### config.mk
export PLATFORM = sky130hd
export DESIGN_NAME = dmem_lsu_ctrl
export DESIGN_NICKNAME = d
export VERILOG_FILES = /design/src/rtl/dmem_lsu_pkg.sv /design/src/rtl/lsu_lane_align.sv /design/src/rtl/dmem_lsu_ctrl.sv
export SDC_FILE = /design/constraint.sdc
export NUM_CORES = 1
export LEC_CHECK = 0
export ABC_AREA = 1
export BUFFER_PORTS_ARGS = -buffer_cell sky130_fd_sc_hd__clkbuf_2
export CORE_ASPECT_RATIO = 1.1
export CORE_MARGIN = 5
export CORE_UTILIZATION = 37
export DETAILED_ROUTE_END_ITERATION = 8
export PLACE_DENSITY_LB_ADDON = 0.08
export SKIP_LAST_GASP = 1
export SLEW_MARGIN = 10
export SYNTH_ARGS = -nofsm -noshare
export SYNTH_HDL_FRONTEND = slang
export SYNTH_SLANG_ARGS = --single-unit
export TNS_END_PERCENT = 1
### constraint.sdc
create_clock -name clk -period 4.02 [get_ports clk]
set_input_delay 0.201 -clock clk [delete_from_list [all_inputs] [get_ports clk]]
set_output_delay 0.201 -clock clk [all_outputs]
set_load 0.05 [all_outputs]
### src/rtl/dmem_lsu_pkg.sv
`default_nettype none
// =============================================================================
// Module   : dmem_lsu_pkg
// Brief    : Shared funct3 codes and FSM state encoding for the load/store unit.
// Revision : 1.0 - initial release
// =============================================================================
package dmem_lsu_pkg;

  localparam logic [2:0] F3_B  = 3'd0;
  localparam logic [2:0] F3_H  = 3'd1;
  localparam logic [2:0] F3_W  = 3'd2;
  localparam logic [2:0] F3_BU = 3'd4;
  localparam logic [2:0] F3_HU = 3'd5;

  typedef enum logic [1:0] {
    IDLE = 2'd0,
    RD   = 2'd1,
    RESP = 2'd2
  } lsu_state_e;

endpackage
`default_nettype wire

### src/rtl/lsu_lane_align.sv
`default_nettype none
// =============================================================================
// Module   : lsu_lane_align
// Brief    : Combinational legality check, load lane extract/extend, store merge.
// Revision : 1.0 - initial release
// =============================================================================
module lsu_lane_align
  import dmem_lsu_pkg::*;
(
  input  logic        we,
  input  logic [2:0]  funct3,
  input  logic [1:0]  addr_lo,
  output logic        legal,
  input  logic [2:0]  f3_q,
  input  logic [1:0]  a_lo,
  input  logic [31:0] r_data,
  input  logic [15:0] wd,
  output logic [31:0] load_data,
  output logic [31:0] merge_data
);

  logic       code_ok;
  logic       aligned;
  logic [7:0] byte_sel;
  logic [15:0] half_sel;

  always_comb begin
    code_ok = 1'b0;
    aligned = 1'b1;
    case (funct3)
      F3_B:  code_ok = 1'b1;
      F3_H:  begin code_ok = 1'b1; aligned = ~addr_lo[0]; end
      F3_W:  begin code_ok = 1'b1; aligned = (addr_lo == 2'b00); end
      F3_BU: code_ok = ~we;
      F3_HU: begin code_ok = ~we; aligned = ~addr_lo[0]; end
      default: code_ok = 1'b0;
    endcase
    legal = code_ok & aligned;
  end

  always_comb begin
    case (a_lo)
      2'd0:    byte_sel = r_data[7:0];
      2'd1:    byte_sel = r_data[15:8];
      2'd2:    byte_sel = r_data[23:16];
      default: byte_sel = r_data[31:24];
    endcase
    half_sel = a_lo[1] ? r_data[31:16] : r_data[15:0];

    case (f3_q)
      F3_B:    load_data = {{24{byte_sel[7]}}, byte_sel};
      F3_BU:   load_data = {24'd0, byte_sel};
      F3_H:    load_data = {{16{half_sel[15]}}, half_sel};
      F3_HU:   load_data = {16'd0, half_sel};
      default: load_data = r_data;
    endcase
  end

  // Only SB/SH reach the merge path, so f3_q[1:0] distinguishes byte vs half.
  always_comb begin
    merge_data = r_data;
    if (f3_q[1:0] == 2'b00) begin
      case (a_lo)
        2'd0:    merge_data[7:0]   = wd[7:0];
        2'd1:    merge_data[15:8]  = wd[7:0];
        2'd2:    merge_data[23:16] = wd[7:0];
        default: merge_data[31:24] = wd[7:0];
      endcase
    end else if (a_lo[1]) begin
      merge_data[31:16] = wd;
    end else begin
      merge_data[15:0] = wd;
    end
  end

endmodule
`default_nettype wire

### src/rtl/dmem_lsu_ctrl.sv
`default_nettype none
// =============================================================================
// Module   : dmem_lsu_ctrl
// Brief    : Load/store sequencer for a word-only single-port data memory.
// Revision : 1.0 - initial release
// =============================================================================
module dmem_lsu_ctrl
  import dmem_lsu_pkg::*;
#(
  parameter int DATA_WIDTH = 32,
  parameter int END_IDX    = DATA_WIDTH - 1,
  parameter int ADDR_WIDTH = 10
) (
  input  logic             clk,
  input  logic             rst,
  input  logic             req,
  input  logic             we,
  input  logic [2:0]       funct3,
  input  logic [31:0]      addr,
  input  logic [END_IDX:0] wdata,
  output logic [END_IDX:0] rdata,
  output logic             done,
  output logic             err,
  output logic             busy,
  output logic [31:0]      mem_addr,
  output logic             mem_w_en,
  output logic [END_IDX:0] mem_w_data,
  input  logic [END_IDX:0] mem_r_data
);

  // Only the 32-bit word configuration is implemented.
  if (DATA_WIDTH != 32 || ADDR_WIDTH > 30) begin : g_unsupported_cfg
  end

  lsu_state_e       state_q, state_d;
  logic [31:0]      a_q, a_d;
  logic [15:0]      wd_q, wd_d;
  logic [2:0]       f3_q, f3_d;
  logic             we_q, we_d;
  logic [END_IDX:0] rdata_q, rdata_d;
  logic             done_q, done_d;
  logic             err_q, err_d;

  logic             legal;
  logic [END_IDX:0] load_data;
  logic [END_IDX:0] merge_data;

  lsu_lane_align u_lane_align (
    .we         (we),
    .funct3     (funct3),
    .addr_lo    (addr[1:0]),
    .legal      (legal),
    .f3_q       (f3_q),
    .a_lo       (a_q[1:0]),
    .r_data     (mem_r_data),
    .wd         (wd_q),
    .load_data  (load_data),
    .merge_data (merge_data)
  );

  always_comb begin
    state_d    = state_q;
    a_d        = a_q;
    wd_d       = wd_q;
    f3_d       = f3_q;
    we_d       = we_q;
    rdata_d    = rdata_q;
    done_d     = 1'b0;
    err_d      = 1'b0;
    mem_w_en   = 1'b0;
    mem_w_data = wdata;
    mem_addr   = (state_q == IDLE) ? addr : a_q;

    case (state_q)
      IDLE: begin
        if (req) begin
          a_d  = addr;
          wd_d = wdata[15:0];
          f3_d = funct3;
          we_d = we;
          if (!legal) begin
            state_d = RESP;
            done_d  = 1'b1;
            err_d   = 1'b1;
            rdata_d = '0;
          end else if (we && funct3 == F3_W) begin
            mem_w_en = 1'b1;
            state_d  = RESP;
            done_d   = 1'b1;
          end else begin
            state_d = RD;
          end
        end
      end
      RD: begin
        // Read data for a_q is valid this cycle: finish a load or write back the merge.
        if (we_q) begin
          mem_w_en   = 1'b1;
          mem_w_data = merge_data;
        end else begin
          rdata_d = load_data;
        end
        state_d = RESP;
        done_d  = 1'b1;
      end
      RESP:    state_d = IDLE;
      default: state_d = IDLE;
    endcase

    if (rst) begin
      mem_w_en = 1'b0;
    end
  end

  always_ff @(posedge clk) begin
    if (rst) begin
      state_q <= IDLE;
      a_q     <= '0;
      wd_q    <= '0;
      f3_q    <= '0;
      we_q    <= 1'b0;
      rdata_q <= '0;
      done_q  <= 1'b0;
      err_q   <= 1'b0;
    end else begin
      state_q <= state_d;
      a_q     <= a_d;
      wd_q    <= wd_d;
      f3_q    <= f3_d;
      we_q    <= we_d;
      rdata_q <= rdata_d;
      done_q  <= done_d;
      err_q   <= err_d;
    end
  end

  assign rdata = rdata_q;
  assign done  = done_q;
  assign err   = err_q;
  assign busy  = (state_q != IDLE);

endmodule
`default_nettype wire

# Word level (Yosys, flattened, before mapping)
# Index checks and enable logic that the tools add are counted.
[word_totals]
inputBits = 103
mem_bits_ro = 0
regBits = 88
wordCells = 75
latch_bits = 0
out_inout_bits = 100
ram_bits = 0
n_memories = 0
[op_classes]
multipliers = 0
n_lt_le_gt_ge = 0
muxes = 33
shift = 0
n_eq_ne = 13
div_mod_pow = 0
reduce_logical = 16
bitwise = 5
addsub = 0
[op_table]
columns = ["cell", "count"]
rows = [
  ["$mux 32", 7],
  ["$pmux 32 s4", 1],
  ["$pmux 32 s2", 1],
  ["$mux 16", 3],
  ["$mux 8", 4],
  ["$pmux 8 s3", 1],
  ["$eq 3x3->1 const B", 4],
  ["$reduce_or 3->1", 3],
  ["$logic_not 2->1", 4],
  ["$mux 1", 8],
  ["$pmux 1 s2", 4],
  ["$eq 3x1->1 const B", 2],
  ["$logic_not 3->1", 2],
  ["$mux 2", 3],
  ["$ne 2x2->1 const B", 3],
  ["$eq 2x1->1 const B", 2],
  ["$not 1->1", 4],
  ["$pmux 2 s2", 1],
  ["$reduce_and 4->1", 1],
  ["$reduce_bool 2->1", 2],
  ["$reduce_or 2->1", 2],
  ["$eq 3x2->1 const B", 1],
  ["$eq 2x2->1 const B", 1],
  ["$reduce_and 2->1", 1],
  ["other kinds (2)", 2],
]

# Logic depth before layout (Yosys ltp)
# Gate-level depths: netlist of the first run.
[depth]
depth_word = 8
ltp_mapped = 12
mapped_depth_nobuf = 10

# By module
# Synthesis of the first run repeated with hierarchy kept, for this count alone.
[hier_totals]
hier_cells = 964
area_unflattened_um2 = 5947.0
[by_module_without_submodules]
columns = ["mod", "seq_area_each_um2", "cells_per_inst", "area_each_um2", "instances"]
rows = [
  ["dmem_lsu_ctrl", 1761.7, 576, 4112.7, 1],
  ["lsu_lane_align", 0.0, 388, 1834.3, 1],
]

# Worst setup path after synthesis of the first run
# OpenSTA, ideal clock, no wires.
[synth_timing]
kind = "register -> output"
from = "reg state_q[1]"
to = "out mem_addr[22]"
n_path_buf = 1
path_slack_ns = 1.554
required_time_ns = 3.819
arrival_time_ns = 2.265
path_stages_with_launch = 5
path_cell_list = "dfxtp_1 -> nor2_2 -> clkinv_1 -> clkbuf_1 -> o21ai_0"
[synth_between]
elab_chain_len = 2
[synth_lines]
columns = ["item", "line_no", "source"]
rows = [
  ["from (decl)", "dmem_lsu_ctrl.sv:35", "lsu_state_e state_q, state_d;"],
  ["from (signal assigned)", "dmem_lsu_ctrl.sv:126", "state_q <= state_d;"],
  ["$logic_not 2->1", "dmem_lsu_ctrl.sv:72", "mem_addr = (state_q == IDLE) ? addr : a_q;"],
  ["$mux 32", "dmem_lsu_ctrl.sv:72", ""],
  ["to (decl)", "dmem_lsu_ctrl.sv:25", "output logic [31:0] mem_addr,"],
]
# Every way passes these cells.

# Final worst setup path of the first run
[layout_timing]
from = "reg state_q[1]"
to = "out mem_w_data[24]"
[layout_between]
elab_chain_len = 2
[layout_lines]
columns = ["item", "line_no", "source"]
rows = [
  ["$eq 2x1->1", "dmem_lsu_ctrl.sv:74", "case (state_q)"],
  ["$mux 32", "dmem_lsu_ctrl.sv:74", ""],
  ["to (decl)", "dmem_lsu_ctrl.sv:27", "output logic [END_IDX:0] mem_w_data,"],
]
# Every way passes these cells.

==> results of run 1 <==
==> registers in the layout, indices dropped and copies added, names as in the netlist <==
signal	cells
rdata	32
err	1
f3_q	3
done	1
we_q	1
wd_q	16
state_q	2
a_q	32
==> placed cells by master (no fill, tap or decap), types with 3 or more instances in the layout <==
cell | netlist | layout
clkbuf_2 | 0 | 202
nor2_4 | 3 | 3
o21a_1 | 23 | 23
dfxtp_1 | 88 | 88
o21ai_0 | 122 | 122
nand2_1 | 109 | 108
o21ai_1 | 57 | 57
nor2_1 | 86 | 86
nand3_1 | 79 | 79
inv_2 | 9 | 9
nand2_2 | 5 | 6
clkbuf_16 | 0 | 9
nor2_2 | 14 | 14
buf_4 | 1 | 8
a21oi_1 | 134 | 134
inv_1 | 100 | 100
bufinv_16 | 0 | 3
==> critical path, delay by kind of cell (launching register included) <==
kind                   cells  cell delay, ps
buffers and inverters      4            1290
and+or+nand+nor            3             840
DFF                        1             330
AOI/OAI and AO/OA          1             150
==> logic make-up after synthesis <==
| logic type | after synthesis | share of synthesized area [%] |
|---|---|---|
| buffers and inverters | 179 | 13.24 |
| AOI/OAI and AO/OA | 340 | 31.44 |
| and+or+nand+nor | 306 | 24.19 |
| DFF | 88 | 31.13 |
==> power groups by stage <==
stage               registers [mW]  clock network, mW  logic, mW
floorplan                     1.02                  0      0.596
global placement             0.983                  0      0.854
detailed placement           0.983                  0      0.850
CTS                          0.964               1.03      0.852
global route                 0.972               1.07      0.934
finish                       0.965               1.00      0.850
==> worst paths after layout <==
path	cells past startpoint	endpoint	slack (ps)	start
worst max register to register	8	rdata[21]	1700	state_q[1]
worst min-delay path	3	a_q[28]	80	addr[28]
worst max-delay path	8	mem_w_data[24]	830	state_q[1]
worst min register to register	2	rdata[1]	470	rdata[1]
==> routing by layer <==
metal | wire [um] | global-route usage (%)
met1 | 8854 | 29.30
met2 | 9319 | 35.74
met3 | 1510 | 5.711
met4 | 534 | 7.542
met5 | 0 | 0
==> synthesized netlist by cell type, types with 3 or more instances <==
master | number | area share (%)
o21a_1 | 23 | 3.1
o21ai_1 | 57 | 5.0
o21ai_0 | 122 | 11
buf_2 | 19 | 1.7
nand2_1 | 109 | 7.2
nand2_2 | 5 | 0.55
nor2_4 | 3 | 0.60
dfxtp_1 | 88 | 31
nor2_2 | 14 | 1.5
buf_6 | 6 | 1.2
a21oi_1 | 134 | 12
nand3_1 | 79 | 7.0
nor2_1 | 86 | 5.7
inv_2 | 9 | 0.60
inv_1 | 100 | 6.6
clkbuf_1 | 39 | 2.6
==> per-stage QoR <==
step	cells	power [mW]	setup slack, ps	cell area (um2)
after CTS	1269	2.849	784.0	7014
after global routing	1269	2.977	562.4	7014
after floorplan	913	1.612	1554	5659
after global placement	1253	1.837	1242	6658
after detailed placement	1253	1.833	1169	6658
final	1269	2.815	831.8	7014
==> layout make-up <==
class,count,area [um2]
Multi-Input combinational cell,646,3151
Sequential cell,88,1762
Clock inverter,7,131.4
Inverter,113,429.2
Timing Repair Buffer,210,1071
Tap cell,196,245.2
Clock buffer,9,225.2
Fill cell,1732,8040
==> summary.txt, run 1 <==
Run status
  • Status: completed

STA
  • Final period util: 79.31%
  • Setup Viol. Count Final: 0
  • Minimum clock period: 3188 ps
  • Final hold vios: 0
  • Worst Max-Slew Pin Slew: 866.8 ps
  • Clock Skews: 8.450 ps
  • Worst hold margin: 84.21 ps
  • Max Fclk: 313.7 MHz
  • RSZ-0062 raised after global routing: false
  • Setup TNS: 0 ps
  • Max_slew headroom: 42.13%
  • Slew Limit Fails: 0

Placed design
  • GP Congestion: 0.8772
  • Port Buffers: 202
  • Post-DP HPWL: 15020 um

Clocking
  • Clock Latency Late Sink: 350 ps
  • CTS Hold Bufs: 0
  • Cts repair resizes: 0
  • Post-CTS setup repair buffer count: 0
  • CTS buffer count: 9
  • Clk buf depth: 2
  • CTS HTree Levels: 3
  • Root Buffer: clkbuf_16
  • # clock sinks: 88
  • Clock slew at reported path FFs: 70 ps
  • CTS tree: done

Power and ir drop
  • Seq pwr share: 34.3%
  • Leakage: 3.204 nW
  • Max VDD drop: 0.2215 mV
  • Logic pwr share: 30.2%
  • Power Dens Cells: 401.4 nW/um2
  • Switching part of the total: 37.73%
  • Clock share of power: 35.5%
  • Switch Pwr: 1.062 mW
  • Internal power: 1.753 mW

Yosys
  • Synth cell types: 30
  • Mapped Area: 5659 um2
  • EDFF count, synth: 0
  • Post-synth top flop: dfxtp_1
  • Post-synthesis sequential area ratio: 31.13%
  • Post-synth ARST share: 0%
  • YS warnings: 0
  • Syn_area_per_cell: 6.198 um2
  • Flops & latches, synth: 88
  • Cells after synthesis: 913
  • Syn Nets: 1016

Worst setup path
  • Crit path kind: reg2out
  • CP Data Arrival Time: 2990 ps
  • Max incr delay on CP: 780 ps
  • Critical path cell sequence: inv_1 > nand2_2 > inv_2 > nand2_1 > inv_2 > nand3_1 > o21a_1 > clkbuf_2
  • Req. time, crit path: 3820 ps
  • CP Capture Type: output pin
  • Top cell by count, worst path: inv_2
  • Worst-path maximum fanout: 54
  • Startpoint types: flip-flop
  • CP max-delay cell: inv_2

Layout
  • Ant diodes: 0
  • Fin util: 46.59%
  • Final nets: 1171
  • Share of layout cells above drive strength 1: 24.98%
  • Area Growth Syn to Fin: 23.94%

Die
  • Starting density of the core: 37.59%
  • Die area: 17870 um2
  • Core ar.: 15050 um2
  • Row count: 47
  • DIE WIDTH: 127.9 um
  • Die Ht: 139.7 um
  • I/O pins: 203

Global route
  • Initial antenna violation count: 0
  • Congestion Overflow GR: 0
  • Largest net degree at the start of global routing: 62
  • Total Routing Usage GR: 22.37%
  • Vias in the first global route: 6032
  • First-pass GRT wire length: 31970 um

Routing
  • Final wirelength: 20220 um
  • Final ANT Viol Nets: 0
  • DRT Pass-1 Iters: 5
  • Post-DR wirelength/cell: 15.93 um
  • DRC errors left: 0
  • Via count: 6439
  • Initial DRC count: 513
  • Vias per cell: 5.074

Flow run
  • Max-cap viol count: 0

Min path
  • Hold Crit Class: in2reg
Note: power is estimated with default switching activity, not from simulation.
==> run 2: changes to the inputs <==
==> constraint.sdc (replaced) <==
create_clock -name clk -period 3.1 [get_ports clk]
set_input_delay 0.155 -clock clk [delete_from_list [all_inputs] [get_ports clk]]
set_output_delay 0.155 -clock clk [all_outputs]
set_load 0.05 [all_outputs]
==> run 2 against run 1 <==
Net effect: global-route usage down 0.59 points; die area unchanged; critical path depth up 2; highest routed layer unchanged.
==> summary.txt, run 2 (synthesis gave the netlist of run 1 again) <==
STA
  • Slew Limit Fails: 0 (unchanged)
  • Final period util: 84.93%
  • Clock Skews: 4.688 ps (-3.762 ps)
  • Minimum clock period: 2633 ps
  • Worst Max-Slew Pin Slew: 701.8 ps (-164.9 ps)
  • RSZ-0062 raised after global routing: false
  • Final hold vios: 0 (unchanged)
  • Setup Viol. Count Final: 0 (unchanged)
  • Setup TNS: 0 ps (unchanged)
  • Max Fclk: 379.8 MHz
  • Setup WS post-layout: 467.2 ps (-364.7 ps)
  • Max_slew headroom: 53.14% (+11 points)
  • Worst hold margin: 37.28 ps (-46.93 ps)

Global route
  • Total Routing Usage GR: 21.78% (-0.59 points)
  • Vias in the first global route: 5944 (-1.5%)
  • Congestion Overflow GR: 0 (unchanged)
  • Largest net degree at the start of global routing: 61 (-1.6%)
  • Initial antenna violation count: 0 (unchanged)
  • First-pass GRT wire length: 31510 um (-1.4%)

Worst setup path
  • Worst r2r path cells: 7 (-1)
  • Crit-path leading delay family: buffers and inverters
  • Reg2Reg Capture Point: a_q[2]
  • Worst Path Buf+Inv: 5 (+1)
  • CP Capture Type: output pin
  • RR Startpoint: state_q[1]
  • CP Data Arrival Time: 2480 ps (-510 ps)
  • Startpoint types: flip-flop
  • Req. time, crit path: 2940 ps (-880 ps)
  • Max incr delay on CP: 410 ps (-370 ps)
  • CP max-delay cell: nand2_2
  • R2r setup slk: 1070 ps (-630 ps)
  • Worst-path maximum fanout: 33 (-39%)
  • Crit path kind: reg2out
  • Critical path cell sequence: inv_1 > nand2_2 > inv_2 > nand2_1 > inv_2 > buf_12 > nand2_1 > a21oi_1 > a21oi_1 > buf_12

Layout
  • Ant diodes: 0 (unchanged)
  • Share of layout cells above drive strength 1: 25.09% (+0.12 points)
  • Final nets: 1174 (+0.26%)
  • Most frequent cells in the layout: clkbuf_2 (173), a21oi_1 (134), o21ai_0 (122), nand2_1 (108), inv_1 (100)
  • Filler cells: 1670 (-3.6%)
  • Area Growth Syn to Fin: 30.80%
  • Fin util: 49.17% (+2.6 points)
  • Commonest non-fill, non-tap cell in the layout: clkbuf_2

Routing
  • Metal3 WL: 1725 um (+14%)
  • DRC errors left: 0 (unchanged)
  • Initial DRC count: 514 (+0.19%)
  • DRT Pass-1 Iters: 5 (unchanged)
  • Metal-1 WL: 8856 um (about the same)
  • Metal2 WL: 8909 um (-4.4%)
  • Via count: 6516 (+1.2%)
  • Max Used Layer: met4
  • Post-DR wirelength/cell: 15.75 um (-1.2%)
  • Final ANT Viol Nets: 0 (unchanged)
  • Vias per cell: 5.123 (+0.96%)
  • Final wirelength: 20030 um (-0.94%)

Clocking
  • CTS Hold Bufs: 0 (unchanged)
  • Post-CTS setup repair buffer count: 0 (unchanged)
  • Clk buf depth: 2 (unchanged)
  • CTS tree: done
  • CTS HTree Levels: 3 (unchanged)
  • # clock sinks: 88 (unchanged)
  • Cts repair resizes: 0 (unchanged)
  • Root Buffer: clkbuf_16
  • Clock slew at reported path FFs: 70 ps (about the same)
  • Clock Latency Late Sink: 350 ps (about the same)
  • CTS buffer count: 9 (unchanged)

Die
  • Core ar.: 15050 um2 (unchanged)
  • Die Ht: 139.7 um (unchanged)
  • I/O pins: 203 (unchanged)
  • Die area: 17870 um2 (unchanged)
  • Row count: 47 (unchanged)
  • Starting density of the core: 37.59% (unchanged)
  • DIE WIDTH: 127.9 um (unchanged)

Min path
  • Worst Hold End: a_q[28]
  • Hold Crit Class: in2reg
  • Hold Crit Depth: 3 (unchanged)
  • HP Start: addr[28]

Placed design
  • Post-DP HPWL: 14840 um (-1.2%)
  • GP Congestion: 0.9160 (+4.4%)
  • Place WS: 851.2 ps (-317.6 ps)
  • Port Buffers: 202 (unchanged)

Power and ir drop
  • Power Dens Cells: 469.0 nW/um2 (+17%)
  • PnR Total Power: 3.472 mW (+23%)
  • Max VDD drop: 0.2400 mV (+8.4%)
  • Leakage: 3.335 nW (+4.1%)

Flow run
  • Max-cap viol count: 0 (unchanged)

Run status
  • Status: completed
[run 2: worst min-delay path: stages]
cell and delay, ps:
clkbuf_2 80, inv_1 50, o21ai_1 60
[run 2: final cells by class]
| class | count | area, um2 | share of cell area (%) |
|---|---|---|---|
| clock buffers | 10 | 229.0 | 3.093 |
| clock inverters | 6 | 45.04 | 0.6085 |
| multi-input cells | 646 | 3151 | 42.56 |
| well taps | 196 | 245.2 | 3.313 |
| flip-flops and latches | 88 | 1762 | 23.80 |
| repair buffers | 213 | 1541 | 20.82 |
| inverters | 113 | 429.2 | 5.798 |
[run 2: how the worst max path moves through the flow]
stage	start	to	depth (start not counted)	slack, ps
floorplan	state_q[1]	mem_addr[22]	4	680
detailed placement	state_q[1]	mem_w_data[11]	10	850
CTS	state_q[1]	mem_w_data[11]	10	460
global route	state_q[1]	mem_w_data[8]	10	250
global placement	state_q[1]	mem_w_data[8]	10	890
finish	state_q[1]	mem_w_data[8]	10	470
[run 2: report_power, final]
part	total, mW	internal (mW)	switching, mW
Combinational	1.17	0.346	0.825
Clock	1.05	0.548	0.497
Sequential	1.26	1.20	0.0547
[run 2: per-layer routing]
metal	vias to the layer above	global-route usage, %
met5	-	0
met4	0	7.095
met3	32	5.788
met2	263	33.84
met1	2878	29.31
li1	3343	-
[run 2: metrics by stage]
stage,instances,area [um2]
after floorplan,913,5659
after global placement,1256,7128
after detailed placement,1256,7128
after CTS,1272,7402
after global routing,1272,7402
final,1272,7402
==> run 3: changes to the inputs <==
==> constraint.sdc (replaced) <==
create_clock -name clk -period 2.7 [get_ports clk]
set_input_delay 0.135 -clock clk [delete_from_list [all_inputs] [get_ports clk]]
set_output_delay 0.135 -clock clk [all_outputs]
set_load 0.05 [all_outputs]
==> run 3 against run 2 <==
Net effect: sequential power up 14%; routed wire length is 0.59% higher; clock power increased by 9.5%; critical path type unchanged; highest routed layer unchanged.
==> summary.txt, run 3 (synthesis gave the netlist of run 1 again) <==
Power and ir drop
  • Power Dens Cells: 532.3 nW/um2 (+13%)
  • Max VDD drop: 0.2740 mV (+14%)
  • Leakage: 3.351 nW (+0.48%)
  • PnR Total Power: 3.941 mW (+14%)

Clocking
  • CTS buffer count: 9 (unchanged)
  • CTS tree: done
  • CTS Hold Bufs: 0 (unchanged)
  • Clock Latency Late Sink: 350 ps (about the same)
  • Cts repair resizes: 0 (unchanged)
  • Root Buffer: clkbuf_16
  • Post-CTS setup repair buffer count: 0 (unchanged)
  • Clock slew at reported path FFs: 70 ps (about the same)
  • CTS HTree Levels: 3 (unchanged)
  • Clk buf depth: 2 (unchanged)
  • # clock sinks: 88 (unchanged)

Worst setup path
  • Worst r2r path cells: 7 (unchanged)
  • CP Data Arrival Time: 2260 ps (-220 ps)
  • Reg2Reg Capture Point: a_q[31]
  • Req. time, crit path: 2570 ps (-370 ps)
  • RR Startpoint: state_q[0]
  • Worst Path Buf+Inv: 3 (-2)
  • CP max-delay cell: inv_2
  • Crit path kind: reg2out
  • Max incr delay on CP: 430 ps (+20 ps)
  • CP Capture Type: output pin
  • Crit-path leading delay family: buffers and inverters
  • Startpoint types: flip-flop
  • R2r setup slk: 650 ps (-420 ps)
  • Critical path cell sequence: inv_2 > nand2_1 > inv_2 > o21ai_0 > a21oi_1 > nor3_1 > a21oi_1 > clkbuf_2
  • Worst-path maximum fanout: 32 (-3.0%)

Placed design
  • GP Congestion: 0.9234 (+0.81%)
  • Post-DP HPWL: 15160 um (+2.2%)
  • Port Buffers: 202 (unchanged)
  • Place WS: 620.5 ps (-230.7 ps)
  • Placed insts: 1261 (+0.40%)
  • DP Area: 7153 um2 (+0.35%)

Layout
  • Commonest non-fill, non-tap cell in the layout: clkbuf_2
  • Non-filler cells, final: 1275 (+0.24%)
  • Share of layout cells above drive strength 1: 25.21% (+0.12 points)
  • Final nets: 1179 (+0.43%)
  • Fin area: 7405 um2 (about the same)
  • Ant diodes: 0 (unchanged)
  • Fin util: 49.19% (about the same)
  • Area Growth Syn to Fin: 30.84% (about the same)
  • Most frequent cells in the layout: clkbuf_2 (173), a21oi_1 (134), o21ai_0 (122), nand2_1 (108), inv_1 (100)

Routing
  • Final ANT Viol Nets: 0 (unchanged)
  • Vias per cell: 5.100 (-0.43%)
  • Initial DRC count: 494 (-3.9%)
  • DRC errors left: 0 (unchanged)
  • DRT Pass-1 Iters: 5 (unchanged)
  • Via count: 6503 (-0.20%)
  • Final wirelength: 20150 um (+0.59%)
  • Post-DR wirelength/cell: 15.80 um (+0.35%)

Global route
  • Congestion Overflow GR: 0 (unchanged)
  • Initial antenna violation count: 0 (unchanged)
  • Total Routing Usage GR: 22.52% (+0.74 points)
  • Largest net degree at the start of global routing: 62 (+1.6%)
  • Vias in the first global route: 6249 (+5.1%)
  • First-pass GRT wire length: 32420 um (+2.9%)

STA
  • Max Fclk: 418.4 MHz
  • Setup Viol. Count Final: 0 (unchanged)
  • Worst Max-Slew Pin Slew: 560.0 ps (-141.8 ps)
  • Setup TNS: 0 ps (unchanged)
  • Final period util: 88.52%
  • Worst hold margin: 14.99 ps (-22.29 ps)
  • Max_slew headroom: 62.61% (+9.5 points)
  • Final hold vios: 0 (unchanged)
  • Setup WS post-layout: 309.9 ps (-157.3 ps)
  • RSZ-0062 raised after global routing: false
  • Slew Limit Fails: 0 (unchanged)
  • Clock Skews: 5.676 ps (+0.9885 ps)
  • Minimum clock period: 2390 ps

Die
  • Die area: 17870 um2 (unchanged)
  • Core ar.: 15050 um2 (unchanged)
  • Die Ht: 139.7 um (unchanged)
  • I/O pins: 203 (unchanged)
  • Row count: 47 (unchanged)
  • DIE WIDTH: 127.9 um (unchanged)
  • Starting density of the core: 37.59% (unchanged)

Flow run
  • Max-cap viol count: 0 (unchanged)

Min path
  • Worst Hold End: wd_q[10]
  • Hold Crit Class: in2reg
  • HP Start: wdata[10]
  • Hold Crit Depth: 3 (unchanged)

Run status
  • Status: completed
## run 3: worst max-delay path by stage
stage               depth (start not counted)       start  slack, ps             end
floorplan                                   4  state_q[1]        300    mem_addr[22]
global placement                            7  state_q[0]        660         a_q[31]
detailed placement                          7  state_q[0]        620         a_q[31]
CTS                                         8     f3_q[1]        350  mem_w_data[31]
global route                                8     f3_q[1]        130  mem_w_data[31]
finish                                      8     f3_q[1]        310  mem_w_data[31]
## run 3: tightest hold or removal path: stages
cell and delay, ps:
clkbuf_2 80, inv_1 60, a21oi_1 50
## run 3: layout make-up
cell class	count	area, um2
repair buffers	218	1567
fillers	1653	7650
inverters	113	429.2
clock buffers	11	232.7
multi-input cells	646	3151
clock inverters	3	18.77
well taps	196	245.2
flip-flops and latches	88	1762
## run 3: power by group
| group | switching, mW | internal (mW) |
|---|---|---|
| combinational | 0.953 | 0.402 |
| sequential | 0.0600 | 1.38 |
| clock | 0.531 | 0.615 |
| total | 1.54 | 2.40 |
## run 3: per-layer routing
metal	track usage [%]	wire, um	vias up
met5	0	0	-
li1	-	-	3343
met4	8.715	520	0
met1	28.82	8761	2882
met2	36.62	9309	242
met3	5.213	1555	36
